--- src/rtl/chacha_pkg.sv ---
`default_nettype none
// ============================================================================
//  Module      : chacha_pkg
//  Description : Shared types and constants for the iterative ChaCha20 block
//                core: word type, step/quarter-round encodings and the
//                column lookup that maps a quarter round onto the matrix.
//  Revision    : 1.0 - initial release
// ============================================================================
package chacha_pkg;

   typedef logic [31:0] word_t;

   // One ARX operation per step.
   // IDLE is the start/park state. S0..S12 are the steps of one quarter round.
   typedef enum logic [3:0] {
      IDLE = 4'd0,
      S0   = 4'd1,
      S1   = 4'd2,
      S2   = 4'd3,
      S3   = 4'd4,
      S4   = 4'd5,
      S5   = 4'd6,
      S6   = 4'd7,
      S7   = 4'd8,
      S8   = 4'd9,
      S9   = 4'd10,
      S10  = 4'd11,
      S11  = 4'd12,
      S12  = 4'd13
   } step_e;

   // Q0..Q3 are column rounds. Q4..Q7 are diagonal rounds.
   typedef enum logic [2:0] {
      Q0 = 3'd0,
      Q1 = 3'd1,
      Q2 = 3'd2,
      Q3 = 3'd3,
      Q4 = 3'd4,
      Q5 = 3'd5,
      Q6 = 3'd6,
      Q7 = 3'd7
   } qround_e;

   localparam logic [3:0] NUM_DOUBLE_ROUNDS = 4'd10;

   // The row is fixed by the operand: row 0 is a, row 1 is b, row 2 is c, row 3 is d.
   // This function returns the column.
   // A column round j uses column j for every row.
   // A diagonal round Q(4+k) uses column (row + k) mod 4.
   function automatic logic [1:0] qcol(input qround_e q, input logic [1:0] row);
      logic [2:0] qv;
      qv = q;
      return qv[2] ? 2'(row + qv[1:0]) : qv[1:0];
   endfunction

endpackage
`default_nettype wire

--- src/rtl/chacha_arx_unit.sv ---
`default_nettype none
// ============================================================================
//  Module      : chacha_arx_unit
//  Description : Combinational single-step ARX datapath. It applies the
//                operation of the step being entered to the a/b/c/d operands.
//  Revision    : 1.0 - initial release
// ============================================================================
module chacha_arx_unit
   import chacha_pkg::*;
(
   input  step_e i_step,
   input  word_t i_a,
   input  word_t i_b,
   input  word_t i_c,
   input  word_t i_d,
   output word_t o_a,
   output word_t o_b,
   output word_t o_c,
   output word_t o_d
);

   // Each step changes at most one operand. The other operands pass through.
   always_comb begin
      o_a = i_a;
      o_b = i_b;
      o_c = i_c;
      o_d = i_d;
      case (i_step)
         S0:      o_a = i_a + i_b;
         S1:      o_d = i_d ^ i_a;
         S2:      o_d = {i_d[15:0], i_d[31:16]};
         S3:      o_c = i_c + i_d;
         S4:      o_b = i_b ^ i_c;
         S5:      o_b = {i_b[19:0], i_b[31:20]};
         S6:      o_a = i_a + i_b;
         S7:      o_d = i_d ^ i_a;
         S8:      o_d = {i_d[23:0], i_d[31:24]};
         S9:      o_c = i_c + i_d;
         S10:     o_b = i_b ^ i_c;
         S11:     o_b = {i_b[24:0], i_b[31:25]};
         default: ;
      endcase
   end

endmodule
`default_nettype wire

--- src/rtl/perform_qround.sv ---
`default_nettype none
// ============================================================================
//  Module      : perform_qround
//  Description : Iterative ChaCha20 block core. It runs 10 double rounds
//                through one shared ARX unit at one step per clock. It then
//                adds the captured input to the result (feed-forward).
//  Revision    : 1.0 - initial release
// ============================================================================
module perform_qround
   import chacha_pkg::*;
(
   input  logic                  clk,
   input  logic                  setRounds,
   input  word_t [3:0][3:0]      chachamatrixIN,
   output word_t [3:0][3:0]      chachamatrixOUT,
   output logic                  blockready,
   output logic [3:0]            blocksproduced
);

   // Currstep names the step whose operation the last edge performed.
   // Each edge therefore executes the operation of w_next_step.
   step_e               Currstep;
   step_e               w_next_step;
   qround_e             CurrQ;
   qround_e             w_op_q;
   word_t [3:0][3:0]    r_work;
   word_t [3:0][3:0]    r_in;
   word_t [3:0]         r_op;      // index 0..3 = a..d
   word_t [3:0]         w_src;
   word_t [3:0]         w_arx;
   logic                r_done;

   // Step sequencing. After S12 the FSM starts the next quarter round.
   // It goes to IDLE instead once the last double round has been counted.
   always_comb begin
      w_next_step = Currstep;
      case (Currstep)
         IDLE:    w_next_step = r_done ? IDLE : S0;
         S12:     w_next_step = (CurrQ == Q7 && blocksproduced == NUM_DOUBLE_ROUNDS)
                                ? IDLE : S0;
         default: w_next_step = step_e'(Currstep + 4'd1);
      endcase
   end

   // Select the quarter round that the upcoming S0 belongs to.
   // Select the ARX operands: fresh matrix words on S0, the running registers otherwise.
   always_comb begin
      w_op_q = (Currstep == S12) ? qround_e'(CurrQ + 3'd1) : CurrQ;
      w_src  = r_op;
      if (w_next_step == S0) begin
         for (int r = 0; r < 4; r++) begin
            w_src[r] = r_work[r][qcol(w_op_q, 2'(r))];
         end
      end
   end

   chacha_arx_unit u_arx (
      .i_step (w_next_step),
      .i_a    (w_src[0]),
      .i_b    (w_src[1]),
      .i_c    (w_src[2]),
      .i_d    (w_src[3]),
      .o_a    (w_arx[0]),
      .o_b    (w_arx[1]),
      .o_c    (w_arx[2]),
      .o_d    (w_arx[3])
   );

   // This block holds all the state: load/reset, round progress, write-back and the feed-forward output.
   always_ff @(posedge clk) begin
      if (setRounds) begin
         r_work          <= chachamatrixIN;
         r_in            <= chachamatrixIN;
         r_op            <= '0;
         Currstep        <= IDLE;
         CurrQ           <= Q0;
         chachamatrixOUT <= '0;
         blockready      <= 1'b0;
         blocksproduced  <= 4'd0;
         r_done          <= 1'b0;
      end else begin
         Currstep <= w_next_step;
         r_op     <= w_arx;

         if (Currstep == S12) begin
            CurrQ <= qround_e'(CurrQ + 3'd1);
            if (w_next_step == IDLE) begin
               r_done <= 1'b1;
            end
         end

         // Write-back: the operands already hold the final values of the S11 step.
         if (w_next_step == S12) begin
            for (int r = 0; r < 4; r++) begin
               r_work[r][qcol(CurrQ, 2'(r))] <= r_op[r];
            end
            if (CurrQ == Q7) begin
               blocksproduced <= blocksproduced + 4'd1;
            end
         end

         if (Currstep == IDLE && r_done) begin
            for (int i = 0; i < 4; i++) begin
               for (int j = 0; j < 4; j++) begin
                  chachamatrixOUT[i][j] <= r_work[i][j] + r_in[i][j];
               end
            end
            blockready <= 1'b1;
         end
      end
   end

endmodule
`default_nettype wire

--- config.mk ---
export PLATFORM = sky130hd
export DESIGN_NAME = perform_qround
export DESIGN_NICKNAME = d
export VERILOG_FILES = /design/src/rtl/chacha_pkg.sv /design/src/rtl/chacha_arx_unit.sv /design/src/rtl/perform_qround.sv
export SDC_FILE = /design/constraint.sdc
export NUM_CORES = 2
export LEC_CHECK = 0
export CAP_MARGIN = 5
export CORE_AREA = 2 2 424 426
export CTS_CLUSTER_DIAMETER = 100
export DETAILED_ROUTE_END_ITERATION = 8
export DIE_AREA = 0 0 426 428
export PLACE_DENSITY = 0.77
export SLEW_MARGIN = 20
export SYNTH_ARGS = -nofsm -noshare
export SYNTH_HDL_FRONTEND = slang
export SYNTH_SLANG_ARGS = --single-unit
--- constraint.sdc ---
create_clock -name clk -period 6.4 [get_ports clk]
set_clock_uncertainty 0.1 [all_clocks]
set_input_delay 0.96 -clock clk [delete_from_list [all_inputs] [get_ports clk]]
set_output_delay 0.96 -clock clk [all_outputs]
set_load 0.01 [all_outputs]
Yosys cells after proc, flatten, opt, wreduce, memory -nomap -nowiden
Index checks and enable logic that the tools add are counted.
{"block": "word_totals", "word_cells": 166, "latchBits": 0, "ram_bits": 0, "inputBits": 514, "memories": 0, "mem_bits_ro": 0, "output_inout_bits": 517, "reg_bits": 1677}
{"block": "op_classes", "n_eq_ne": 16, "mul": 0, "magnitude_cmp": 12, "n_div": 0, "shifts": 0, "bitwise": 2, "muxes": 37, "n_addsub": 27, "reduce_logical": 15}
{"operator": "512-bit 2-to-1 mux", "count": 2}
{"operator": "32-bit adder", "count": 18}
{"operator": "128-bit bitwise mux", "count": 4}
{"operator": "32-bit 2-to-1 mux", "count": 10}
{"operator": "32-bit binary-select mux with 2-bit select", "count": 4}
{"operator": "32-bit demux with 2-bit select", "count": 4}
{"operator": "32-bit case mux with 3 select lines", "count": 2}
{"operator": "128-bit 2-to-1 mux", "count": 1}
{"operator": "32-bit XOR", "count": 2}
{"operator": "4-bit == test (second input constant)", "count": 8}
{"operator": "2-bit by 3-bit less-than comparator with 1-bit output (second input constant)", "count": 8}
{"operator": "4-bit by 3-bit == test with 1-bit output (second input constant)", "count": 4}
{"operator": "2-bit 2-to-1 mux", "count": 6}
{"operator": "2-bit adder (first input constant)", "count": 4}
{"operator": "4-bit by 1-bit adder with 4-bit output (second input constant)", "count": 2}
{"operator": "4-bit by 2-bit == test with 1-bit output (second input constant)", "count": 2}
{"operator": "2-bit by 1-bit greater-or-equal comparator with 1-bit output (second input constant)", "count": 4}
{"operator": "4-bit logical NOT", "count": 2}
{"operator": "4-bit case mux with 2 select lines", "count": 1}
{"operator": "2-bit OR reduction", "count": 4}
{"operator": "1-bit logical AND", "count": 6}
{"operator": "1-bit by 2-bit adder with 2-bit output (first input constant)", "count": 2}
{"operator": "4-bit by 1-bit == test with 1-bit output (second input constant)", "count": 1}
{"operator": "2-bit AND reduction", "count": 2}
{"operator": "5 further kinds", "count": 6}

Logic depth before layout (Yosys ltp)
{"block": "depth", "word_depth": 9, "mapped_depth": 33, "depth_no_buf": 25}

Modules after synthesis
A second synthesis with hierarchy kept.
{"block": "unflattened", "cells_unflattened": 8987, "area_unflattened_um2": 90884.7}
{"mod": "perform_qround", "seq_area_each_um2": 43822.0, "instances": 1, "cells_each": 8109, "area_per_inst_um2": 85416.9}
{"mod": "chacha_arx_unit", "seq_area_each_um2": 0.0, "instances": 1, "cells_each": 878, "area_per_inst_um2": 5467.7}

Worst setup path before layout
OpenSTA, ideal clock, no wires.
{"block": "synth_timing", "kind": "register to register", "from": "reg CurrQ[0]", "to": "reg r_op[28] in the netlist's numbering", "path_buffers": 9, "t_arrival_ns": 6.284, "setup_slack_ns": -0.116, "t_required_ns": 6.168, "synth_period_minus_slack_ns": 6.516, "setup_ns": 0.132, "path_stages_with_launch": 34, "cell_sequence": "dfxtp_1 > buf_4 > buf_6 > clkinv_1 > buf_2 > buf_2 > ha_1 > nand4_2 > a21boi_2 > buf_2 > buf_2 > buf_2 > o21ai_0 > and2_1 > clkbuf_1 > clkbuf_1 > mux4_2 > nand2_1 > nand2_1 > ha_1 > ha_1 > inv_1 > o221ai_2 > maj3_1 > o2111ai_1 > a31oi_1 > o21ai_1 > a31o_2 > o221ai_1 > and3_1 > a311o_1 > xor2_1 > nand2_1 > a21oi_1"}
{"block": "synth_between", "elab_chain_cells": 9, "elab_cells_between_ends": 18, "classes_between": "add/sub (3); eq/ne (3); mux (10); reduce/logical (2)"}
{"item": "start, declared", "line_no": "perform_qround.sv:24", "source": "qround_e CurrQ;"}
{"item": "start signal, assigned", "line_no": "perform_qround.sv:86", "source": "CurrQ <= qround_e'(CurrQ + 3'd1);"}
{"item": "3-bit by 1-bit adder with 3-bit output", "line_no": "perform_qround.sv:48", "source": "w_op_q = (Currstep == S12) ? qround_e'(CurrQ + 3'd1) : CurrQ;"}
{"item": "3-bit 2-to-1 mux"}
{"item": "1-bit by 2-bit adder with 2-bit output", "line_no": "chacha_pkg.sv:53", "source": "return qv[2] ? 2'(row + qv[1:0]) : qv[1:0];"}
{"item": "2-bit 2-to-1 mux", "line_no": "chacha_pkg.sv:53"}
{"item": "32-bit binary-select mux with 2-bit select", "line_no": "perform_qround.sv:52", "source": "w_src[r] = r_work[r][qcol(w_op_q, 2'(r))];"}
{"item": "32-bit 2-to-1 mux (not written as such)", "line_no": "perform_qround.sv:52"}
{"item": "128-bit 2-to-1 mux", "line_no": "perform_qround.sv:50", "source": "if (w_next_step == S0) begin"}
{"item": "32-bit adder", "line_no": "chacha_arx_unit.sv:29, chacha_arx_unit.sv:35"}
{"item": "32-bit 2-to-1 mux *"}
{"item": "end signal, assigned", "line_no": "perform_qround.sv:83", "source": "r_op <= w_arx;"}
{"item": "end, declared", "line_no": "perform_qround.sv:28", "source": "word_t [3:0] r_op;"}
Mark *: on every way between the ends. The rest lies on a longest branch, timed or not. The select of a mux whose other input is x is not followed.
A chain may end at the register's enable or synchronous reset.

Final worst setup path
{"block": "layout_timing", "from": "reg Currstep[0]", "to": "reg r_op[93] in the netlist's numbering"}
{"block": "layout_between", "elab_chain_cells": 9, "elab_cells_between_ends": 20, "classes_between": "add/sub (4); eq/ne (4); mux (10); reduce/logical (2)"}
{"item": "start, declared", "line_no": "perform_qround.sv:22", "source": "step_e Currstep;"}
{"item": "start signal, assigned", "line_no": "perform_qround.sv:82", "source": "Currstep <= w_next_step;"}
{"item": "4-bit == test", "line_no": "perform_qround.sv:37, perform_qround.sv:48"}
{"item": "3-bit 2-to-1 mux"}
{"item": "2-bit adder", "line_no": "chacha_pkg.sv:53"}
{"item": "2-bit 2-to-1 mux", "line_no": "chacha_pkg.sv:53"}
{"item": "32-bit binary-select mux with 2-bit select", "line_no": "perform_qround.sv:52"}
{"item": "32-bit 2-to-1 mux (not written as such)", "line_no": "perform_qround.sv:52"}
{"item": "128-bit 2-to-1 mux", "line_no": "perform_qround.sv:50"}
{"item": "32-bit adder", "line_no": "chacha_arx_unit.sv:32, chacha_arx_unit.sv:38"}
{"item": "32-bit 2-to-1 mux *"}
Marked as above.

==> metrics.txt <==
Placed Cells=12400; Design Power=0.0330 W; first-pass GRT wire length=520 mm; Synth cell types=119; initial core utilization=0.517; GRT Total Usage=0.387; antenna violations before repair=33; DP Wirelength=281 mm; TNS Setup=0 ns; grt ovf=0; syn_area_per_cell=9.87 um2; Slowest cell on crit path=dfxtp_1; Die X=426 um; Syn Nets=10400; crit share post-route=0.939; TritonCTS clock tree=yes; Finish-stage setup viols=0; EDFF count, synth=1024; Worst-Margin Slew=about 1.3 ns; largest net degree at the start of global routing=213; Max Freq=166 MHz; Core Region=178000 um2; Die ar.=~180000 um2; fraction of layout instances using a drive strength above 1=0.0666; r2r setup slk=0.39 ns; Synth Warn #=0; CTS H-tree depth=4; final hold vios=0; boundary pin count=1031; Crit. End Element=register; DR vias=80800; Syn Std Cell Area=91800 um2; WL final=365 mm; Layout Nets=11300; vias in the first global route=just under 80000; hold path start=chachamatrixOUT[488]; Synth Flop Type=edfxtp_1; CP most frequent cell=nand2_1; Max-cap violations=0; register bit total from synthesis=around 1700; Clk Latency, worst-skew pair=~0.89 ns; Placer Congestion=1.03; Leak=42.1 nW; status=complete, no violations; port bufs=1030; sequential area share after synthesis=0.477; DRC=0; Clock Path Buffers=3; Clock Tree Root=clkbuf_16; max incr delay on CP=0.42 ns; maximum vdd drop=315 uV; reg2reg start=Currstep[0]; RSZ-0062 raised after global routing=no; pwr/cell area=298 nW/um2; hold_buf cts=0; Min-Delay Endpoint=chachamatrixOUT[488]; required time of the critical path=approximately 7.1 ns; commonest non-fill, non-tap cells in the layout=1575 x nand2_1, 1029 x clkdlybuf4s50_1, 1024 x edfxtp_1, 825 x a21oi_1, 723 x o21ai_0; critical path type=reg -> reg; drt via density=about 6.4; CTS Buf Count=179; DRT Pass-1 Iters=7; critical path data arrival time=6.67 ns; # Post-CTS Setup Buffers=0; Synth async-reset ratio=0; WL per Instance=28.7 um; area grow syn2layout=20.7%; Syn Inst Count=just over 9000; clock-pin slew on the worst setup and hold paths=0.07 ns; Routed Antenna Nets=0; headroom to the max-slew limit=0.137; Reg-to-Reg End=r_op[93]; # rows=155; CTS sink cnt=1677; post_cts resized=0; final std cells w/o fill=12700; Iter 0 DRT Violations=10100; die height=428 um; minimum clock period=6.01 ns; HP Class=reg -> reg; Worst Reg-to-Reg Cells=25; worst-path fanout max=6; Hold Path Cell Cnt=2; Final Max Slew Viols=0; most common cell after layout, fill and taps aside=nand2_1; nature of the critical path startpoint=register
[sequential cells by signal, indices dropped and copies added, names as in the netlist, named ones only]
register,flops
r_work,512
r_in,512
chachamatrixOUT,512
CurrQ,3
Currstep,4
r_op,127
blockready,1
r_done,1
blocksproduced,4
[area by class of cell]
class	count	area, um2
Tap cell	2355	2950
Inverter	272	1030
Clock inverter	88	774
Fill cell	14500	66800
Timing Repair Buffer	1180	11600
Multi-Input combinational cell	6879	45400
Clock buffer	249	5180
Sequential cell	1677	43800
Antenna cell	26	65.1
[cell usage after synthesis, types with 36 or more instances]
library cell / instances / share of area
inv_1: 270 / 0.011
clkbuf_1: 364 / 0.015
buf_1: 37 / 0.0015
dfxtp_1: 653 / 0.14
or3_1: 80 / 0.0054
o21ai_0: 733 / 0.040
a221oi_1: 47 / 0.0045
mux4_2: 98 / 0.024
a31oi_1: 62 / 0.0042
xor2_1: 156 / 0.015
nand2b_1: 52 / 0.0035
nand2_1: 1580 / 0.065
nand3_1: 144 / 0.0078
nor3_1: 159 / 0.0087
o211ai_1: 36 / 0.0029
a21o_1: 188 / 0.015
and3_1: 55 / 0.0037
o31ai_1: 45 / 0.0037
buf_2: 39 / 0.0021
o21bai_1: 75 / 0.0061
a21oi_1: 831 / 0.045
a22o_1: 203 / 0.019
a211oi_1: 95 / 0.0078
nor2_1: 496 / 0.020
a21boi_0: 41 / 0.0034
edfxtp_1: 1024 / 0.33
o21a_1: 47 / 0.0038
xnor2_1: 320 / 0.031
nor2b_1: 112 / 0.0076
mux2i_1: 130 / 0.014
ha_1: 550 / 0.075
[where the power goes]
group / internal, W / leakage, nW / switching [W]
sequential: 0.0123 / 15.5 / 0.00109
clock: 0.00604 / 2.92 / 0.00459
combinational: 0.00339 / 23.7 / 0.00562
[per-layer routing]
metal  vias up  routed length (um)  share of wire  track usage
met5         -                 121        0.00033            0
met4        18               24100          0.066        0.224
met3       936               34600          0.095       0.0709
met2      4666              166000           0.45        0.609
met1     39400              140000           0.38        0.498
li1      35800                   -              -            -
[critical path, delay by kind of cell (launching register included)]
kind | cells | cell delay, ns
AOI/OAI and AO/OA | 11 | 2.33
xor gates and xnor gates | 2 | 0.58
adders and majority gates | 3 | 1.00
buffers and inverters | 1 | 0.24
DFF | 1 | 0.42
muxes | 1 | 0.36
and+or+nand+nor | 7 | 0.89
[cell families (layout without fill, tap and decap cells)]
group                      after synthesis  after routing  share of synthesized area
and+or+nand+nor                       2862           2862                      0.137
AOI/OAI and AO/OA                     2720           2720                      0.187
DFF                                   1677           1677                      0.477
buffers and inverters                  749           1789                     0.0331
adders and majority gates              574            574                     0.0793
xor gates and xnor gates               481            481                     0.0465
muxes                                  242            242                     0.0401
other                                    0             26                          0
[worst max path at each step]
stage / end / startpoint / slack (ns) / cells past startpoint
6_report: r_op[93] / Currstep[0] / 0.39 / 25
5_1_grt: r_op[93] / Currstep[0] / 0.08 / 25
4_1_cts: r_op[93] / Currstep[0] / 0.46 / 25
3_5_place_dp: r_op[93] / Currstep[1] / 0.50 / 24
3_3_place_gp: r_op[93] / Currstep[1] / 0.54 / 24
2_1_floorplan: r_op[28] / CurrQ[0] / 0.01 / 33
[per-stage QoR]
| step | setup slack (ns) | instance area [um2] | utilization | hold slack [ns] |
|---|---|---|---|---|
| CTS | 0.462 | 111000 | 0.623 | 0.353 |
| global placement | 0.540 | 105000 | 0.589 | 0.339 |
| finish | 0.390 | 111000 | 0.624 | 0.351 |
| global route | 0.0830 | 111000 | 0.624 | 0.370 |
| detailed placement | 0.495 | 105000 | 0.590 | 0.344 |
| floorplan | 0.0110 | 91800 | - | 0.360 |
Note: power is estimated with default switching activity, not from simulation.
